`config.mk`:
```
export PLATFORM = sky130hd
export DESIGN_NAME = dmem_arbiter
export DESIGN_NICKNAME = d
export VERILOG_FILES = /design/src/rtl/dmem_arbiter.sv
export SDC_FILE = /design/constraint.sdc
export NUM_CORES = 1
export LEC_CHECK = 0
export ABC_AREA = 1
export BUFFER_PORTS_ARGS = -buffer_cell sky130_fd_sc_hd__buf_4
export CORE_AREA = 4 4 114 116
export CTS_CLUSTER_DIAMETER = 100
export CTS_CLUSTER_SIZE = 30
export DETAILED_ROUTE_END_ITERATION = 16
export DIE_AREA = 0 0 118 120
export PLACE_DENSITY = 0.71
export SYNTH_ARGS = -nofsm -noshare
export SYNTH_HDL_FRONTEND = slang
export SYNTH_SLANG_ARGS = --single-unit
export TNS_END_PERCENT = 30
```
`constraint.sdc`:
```
create_clock -name i_clk -period 3.1 [get_ports i_clk]
set_input_delay 0.155 -clock i_clk [delete_from_list [all_inputs] [get_ports i_clk]]
set_output_delay 0.155 -clock i_clk [all_outputs]
set_load 0.02 [all_outputs]
```
`src/rtl/dmem_arbiter.sv`:
```
// dmem_arbiter: shares one single-ported data memory between the CPU
// load/store port (0) and the debug/loader port (1). Round-robin grant with
// an optional lock that keeps ownership across a read-modify-write pair.
//
// state | meaning
// ------+--------------------------------------------------------------
// FREE  | no owner; grants follow round-robin using last_q
// LOCK0 | port 0 owns the bus; port 1 waits until the lock is released
// LOCK1 | port 1 owns the bus; port 0 waits until the lock is released
module dmem_arbiter #(
  parameter int ADDR_W = 32,
  parameter int DATA_W = 32
) (
  input  logic              i_clk,
  input  logic              i_rst_n,
  input  logic              i_req0,
  input  logic              i_req1,
  input  logic              i_we0,
  input  logic              i_we1,
  input  logic [ADDR_W-1:0] i_addr0,
  input  logic [ADDR_W-1:0] i_addr1,
  input  logic [DATA_W-1:0] i_wdata0,
  input  logic [DATA_W-1:0] i_wdata1,
  input  logic              i_lock0,
  input  logic              i_lock1,
  output logic              o_gnt0,
  output logic              o_gnt1,
  output logic              o_rvalid0,
  output logic              o_rvalid1,
  output logic [DATA_W-1:0] o_rdata0,
  output logic [DATA_W-1:0] o_rdata1,
  output logic              o_mem_we,
  output logic [ADDR_W-1:0] o_mem_addr,
  output logic [DATA_W-1:0] o_mem_wdata,
  input  logic [DATA_W-1:0] i_mem_rdata
);

  typedef enum logic [1:0] {
    FREE  = 2'd0,
    LOCK0 = 2'd1,
    LOCK1 = 2'd2
  } state_e;

  state_e            state_q, state_d;
  logic              last_q, last_d;
  logic              gnt0, gnt1;
  logic              rvalid0_q, rvalid1_q;
  logic [DATA_W-1:0] rdata0_q, rdata0_d;
  logic [DATA_W-1:0] rdata1_q, rdata1_d;

  // Owner state and round-robin pointer registers.
  always_ff @(posedge i_clk or negedge i_rst_n) begin
    if (!i_rst_n) begin
      state_q <= FREE;
      last_q  <= 1'b1;
    end else begin
      state_q <= state_d;
      last_q  <= last_d;
    end
  end

  // Grant decision and next owner; a lock release only takes effect at the edge.
  always_comb begin
    gnt0    = 1'b0;
    gnt1    = 1'b0;
    state_d = state_q;
    last_d  = last_q;
    case (state_q)
      FREE: begin
        if (i_req0 && i_req1) begin
          gnt0 = last_q;
          gnt1 = ~last_q;
        end else begin
          gnt0 = i_req0;
          gnt1 = i_req1;
        end
      end
      LOCK0:   gnt0 = i_req0;
      LOCK1:   gnt1 = i_req1;
      default: ;
    endcase

    if (gnt0) begin
      last_d  = 1'b0;
      state_d = i_lock0 ? LOCK0 : FREE;
    end else if (gnt1) begin
      last_d  = 1'b1;
      state_d = i_lock1 ? LOCK1 : FREE;
    end else if (state_q == LOCK0) begin
      // Owner idle: release only when it also drops its lock.
      if (!i_lock0) state_d = FREE;
    end else if (state_q == LOCK1) begin
      if (!i_lock1) state_d = FREE;
    end else if (state_q != FREE) begin
      state_d = FREE;
    end
  end

  // Memory mux: the granted port drives the memory, otherwise all zeros.
  always_comb begin
    o_mem_we    = 1'b0;
    o_mem_addr  = '0;
    o_mem_wdata = '0;
    if (gnt0) begin
      o_mem_we    = i_we0;
      o_mem_addr  = i_addr0;
      o_mem_wdata = i_wdata0;
    end else if (gnt1) begin
      o_mem_we    = i_we1;
      o_mem_addr  = i_addr1;
      o_mem_wdata = i_wdata1;
    end
  end

  // Read data captured on a grant (pre-write contents for writes), else held.
  always_comb begin
    rdata0_d = rdata0_q;
    rdata1_d = rdata1_q;
    if (gnt0) rdata0_d = i_mem_rdata;
    if (gnt1) rdata1_d = i_mem_rdata;
  end

  // Response registers: one-cycle rvalid pulse per grant.
  always_ff @(posedge i_clk or negedge i_rst_n) begin
    if (!i_rst_n) begin
      rvalid0_q <= 1'b0;
      rvalid1_q <= 1'b0;
      rdata0_q  <= '0;
      rdata1_q  <= '0;
    end else begin
      rvalid0_q <= gnt0;
      rvalid1_q <= gnt1;
      rdata0_q  <= rdata0_d;
      rdata1_q  <= rdata1_d;
    end
  end

  assign o_gnt0    = gnt0;
  assign o_gnt1    = gnt1;
  assign o_rvalid0 = rvalid0_q;
  assign o_rvalid1 = rvalid1_q;
  assign o_rdata0  = rdata0_q;
  assign o_rdata1  = rdata1_q;

endmodule

```
# Word-level counts from Yosys, hierarchy flattened
# Cells that the tools add are included.
dict set report word_totals {
  register_bits 69
  latch_bits 0
  ramBits 0
  mem_bits_ro 0
  elab_cells 38
  n_memories 0
}
dict set report op_classes {
  n_addsub 0
  multipliers 0
  n_div 0
  magnitude_cmp 0
  n_eq_ne 4
  shift 0
  n_mux 21
  n_bitwise 1
  n_reduce_logical 6
}
# cell count
set op_table {}
lappend op_table {{$mux 32} 4}
lappend op_table {{$mux 2} 8}
lappend op_table {{$mux 1} 7}
lappend op_table {{$ne 5x5->1 const B} 1}
lappend op_table {{$reduce_bool 5->1} 1}
lappend op_table {{$ne 4x4->1 const B} 1}
lappend op_table {{$pmux 1 s2} 2}
lappend op_table {{$reduce_bool 2->1} 2}
lappend op_table {{$reduce_and 3->1} 1}
lappend op_table {{$eq 2x1->1 const B} 1}
lappend op_table {{$eq 2x2->1 const B} 1}
lappend op_table {{$logic_not 2->1} 1}
lappend op_table {{$logic_and 1x1->1} 1}
lappend op_table {{$not 1->1} 1}

# Logic depth before layout (Yosys ltp)
dict set report depth {
  depth_word 6
  ltp_mapped 13
}

# Worst setup path after synthesis
# Ideal clock, no wire load.
dict set report synth_path {
  path_type {reg2out}
  from {register state_q[0]}
  to {output port o_mem_addr[0]}
  t_arrival_ns 1.556
  required_ns 2.945
  slack_ns 1.389
  stages_incl_launch_ff 14
  path_buffers 2
  cell_sequence {dfrtp_1 inv_1 ha_1 nand2_1 clkinv_1 nand2_1 nand2_1 nand2_2 inv_2 nor2_2 buf_4 buf_4 nand2_1 nand2_1}
}
dict set report synth_between {
  elab_chain_len 4
  elab_cells_between_ends 7
  classes_between {2 x eq/ne; 4 x mux; 1 x reduce/logical}
}
# item line
set synth_lines {}
lappend synth_lines {{start, declared} 44} ;# state_e state_q, state_d;
lappend synth_lines {{start signal, assigned} 57} ;# state_q <= state_d;
lappend synth_lines {{$eq 2x2->1 / $logic_not 2->1 (equally long branches)} 68} ;# case (state_q)
lappend synth_lines {{$pmux 1 s2} 68}
lappend synth_lines {{$mux 32} 108} ;# end else if (gnt1) begin
lappend synth_lines {{$mux 32 *} 104} ;# if (gnt0) begin
lappend synth_lines {{end, declared} 33} ;# output logic [ADDR_W-1:0] o_mem_addr,
# Mark *: on every way between the ends. The rest lies on a longest branch, timed or not.

# Worst setup path in the final report
dict set report layout_path {
  from {register state_q[0]}
  to {output port o_mem_wdata[28]}
}
dict set report layout_between {
  elab_chain_len 4
  elab_cells_between_ends 7
  classes_between {2 x eq/ne; 4 x mux; 1 x reduce/logical}
}
# item line
set layout_lines {}
lappend layout_lines {{$eq 2x2->1 / $logic_not 2->1 (equally long branches)} 68}
lappend layout_lines {{$pmux 1 s2} 68}
lappend layout_lines {{$mux 32} 108}
lappend layout_lines {{$mux 32 *} 104}
lappend layout_lines {{end, declared} 34} ;# output logic [DATA_W-1:0] o_mem_wdata,
# Marks and branches as above.

==> flow_summary_export.csv <==
group,metric,value,unit
cells_and_area,fillers,1203,
logic_synthesis,synth_top_cell_area_share,48.9,%
global_route,grt_pass1_wl,20.8,mm
placement,dp_hpwl,10.8,mm
route,first_pass_iters,5,
placement,pre_cts_slack,0.954,ns
cells_and_area,n_antenna_cell,0,
sta,finalWorstSetupSlack,0.635,ns
logic_synthesis,synth-seq-cells,69,
route,post-route-drc-count,0,
logic_synthesis,synthDistinctLibCells,17,
route,drtIter0Drc,234,
setup_path,startpoint_type,"flip-flop",
power_and_ir_drop,ir_drop,0.000514,V
logic_synthesis,syn_area_per_cell,7.10,um2
setup_path,crit_type,"flip-flop to output pin",
global_route,antenna_found_initial,0,
global_route,grt_overflow_total,0,
logic_synthesis,yosysSeqAreaShare,49.6,%
power_and_ir_drop,power.total,7.36,mW
route,wl_per_cell,14.8,um
sta,tightest_slew,0.864,ns
placement,place_congestion,0.855,
placement,portBuffers,300,
outcome,outcome,"finished clean",
die,dieArea,0.0142,mm2
setup_path,critPathMaxStageDelay,0.54,ns
setup_path,ff2ff_path_depth,11,
setup_path,endpoint_kind,"output pin",
sta,final-max-slew-violation-count,0,
logic_synthesis,synth_area,0.00348,mm2
logic_synthesis,yosysWarningCount,0,
logic_synthesis,yosysMostFrequentCell,"nand2_1",
route,ant_nets,0,
setup_path,path_buf_inv,5,
logic_synthesis,synth_area_leaders,"dfrtp_1 49%, nand2_1 29%, o21ai_0 9.3%",
sta,setup_tns,0,ns
sta,slew_headroom,42.4,%
power_and_ir_drop,power.density_cell_area,1200,mW/mm2
logic_synthesis,synth_flop_cell,"dfrtp_1",
cells_and_area,syn2layout_area_growth,76.4,%
setup_path,cpLargestDelayFamily,"buffers and inverters",
logic_synthesis,syn_nets,662,
setup_path,cp_max_fo,70,
sta,finalHoldViolCount,0,
power_and_ir_drop,leakagePower,3.60,nW
logic_synthesis,syn_inst,490,
clock_tree,clk_path_buf_depth,2,
route,via_per_inst,4.34,
setup_path,crit_cells,12,
route,drt-total-wl,13.8,mm
clock_tree,clk_root_buffer_cell,"clkbuf_16",
clock_tree,cts_max_level,3,
logic_synthesis,synth_commonest_cells,"273 x nand2_1, 68 x dfrtp_1, 65 x o21ai_0, 38 x inv_1, 11 x clkbuf_1",
route,vias,4037,
clock_tree,clk-insertion-delay-late,0.32,ns
sta,clock.fmax,406,MHz
setup_path,cp_common_cell,"nand2_1",
setup_path,cp_cell_sequence,"inv_1 > ha_1 > nand2_1 > clkinv_1 > nand2_1 > nand2_1 > nand2_2 > inv_2 > buf_4 > nand2_1 > nand2_1 > buf_4",
flow_run,cap_viol_max_count,0,
setup_path,cp_slowest_cell,"buf_4",
setup_path,arrival,2.31,ns
clock_tree,post-cts-setup-buffers,0,
sta,rsz0062_at_grt,"false",
clock_tree,path_clk_slew,0.05,ns
setup_path,cp.required,2.94,ns
die,pin_count,301,
sta,report.final.setup_viol,0,
clock_tree,cts_buffers,9,
cells_and_area,postLayoutCoreUtil,51.6,%
sta,fin_crit_sh,79.5,%
die,core_area,0.0119,mm2
global_route,grt_pass1_vias,3917,
global_route,grt_max_degree,71,
die,rows,40,
die,start_util,29.2,%
clock_tree,cts_sinks,69,
logic_synthesis,synth-edff-count,0,
die,die_h,120,um
logic_synthesis,synth_area_leader_cell,"dfrtp_1",
sta,layout_min_cycle_time,2.47,ns
sta,skew,0.00539,ns
logic_synthesis,async_flop_share,100,%
cells_and_area,drive_above_1_share,41.5,%
cells_and_area,nNetsFinal,951,
global_route,grt_usage,18.4,%
die,die_width,118,um
clock_tree,cts_tree,"built",
min_path,worstHoldPathCells,3,
min_path,hp-class,"input port to flip-flop",
-- state kept, by name, summed over array words and instances, names as in the netlist --
signal     count
last_q         1
o_rdata0      32
o_rdata1      32
o_rvalid0      1
o_rvalid1      1
state_q        2
-- power by group --
| part | internal [mW] | switching (mW) |
|---|---|---|
| Clock | 0.651 | 0.370 |
| Sequential | 1.36 | 0.242 |
| Combinational | 1.81 | 2.92 |
-- placed cells by master (no fill, tap or decap) --
cell type      count
buf_4            304
nand2_2            2
clkbuf_8           1
inv_1             38
a21boi_0           1
buf_12             1
clkinv_1           1
nor2_4             1
nand3_1            4
clkbuf_16          9
clkbuf_1           2
inv_6              1
o21ai_0           65
dfstp_2            1
a21oi_1            1
ha_1               4
clkinv_4           2
bufinv_16          1
nand2_1          273
nor2_1             1
dlygate4sd3_1      1
inv_2              2
dfrtp_1           68
-- metrics by stage --
| step | hold slack (ns) | area, um2 | cells |
|---|---|---|---|
| finish | 0.0574 | 6140 | 931 |
| global route | 0.0618 | 6140 | 931 |
| CTS | 0.0417 | 6140 | 931 |
| detailed placement | 0.333 | 5830 | 914 |
| global placement | 0.329 | 5830 | 914 |
| floorplan | -0.141 | 3480 | 490 |
-- what timing repair did --
| item | 4_1_cts | 5_1_grt |
|---|---|---|
| hold endpoints to repair | 68 | 0 |
| hold buffers | 1 | 0 |
| resized for setup | 0 | 0 |
| setup endpoints to repair | 0 | 0 |
-- layout make-up --
type / instances / area, um2 / area share (%)
Sequential cell: 69 / 1730 / 28.1
Inverter: 41 / 154 / 2.51
Timing Repair Buffer: 306 / 2310 / 37.7
Clock buffer: 12 / 246 / 4.01
Clock inverter: 4 / 56.3 / 0.917
Tap cell: 147 / 184 / 3.00
Multi-Input combinational cell: 352 / 1460 / 23.8
-- worst min-delay path, stage by stage --
cell and delay, ns:
buf_4 0.08, nand2_1 0.04, nand2_1 0.06
-- path summary, 6_finish.rpt --
check	startpoint	endpoint	slack (ns)
max in group asynchronous	i_rst_n	o_rdata1[5]	2.01
worst min register to register	last_q	last_q	0.47
worst max register to register	state_q[0]	state_q[1]	1.17
worst min-delay path	i_lock0	state_q[0]	0.06
min in group asynchronous	i_rst_n	o_rdata0[15]	0.53
worst max-delay path	state_q[0]	o_mem_wdata[28]	0.63
-- kinds of logic (layout without fill, tap and decap cells) --
group | Yosys count | in the layout | synth area share [%]
and+or+nand+nor | 281 | 281 | 30.7
DFF | 69 | 69 | 49.6
buffers and inverters | 69 | 363 | 8.56
adders and majority gates | 4 | 4 | 1.44
AOI/OAI and AO/OA | 67 | 67 | 9.71
-- layer usage --
layer  GRT usage [%]  wire, um
met5               0         0
met4            5.35       199
met3            6.46      1350
met2            28.9      6450
met1            23.9      5790
(Power assumes the default switching activity.)
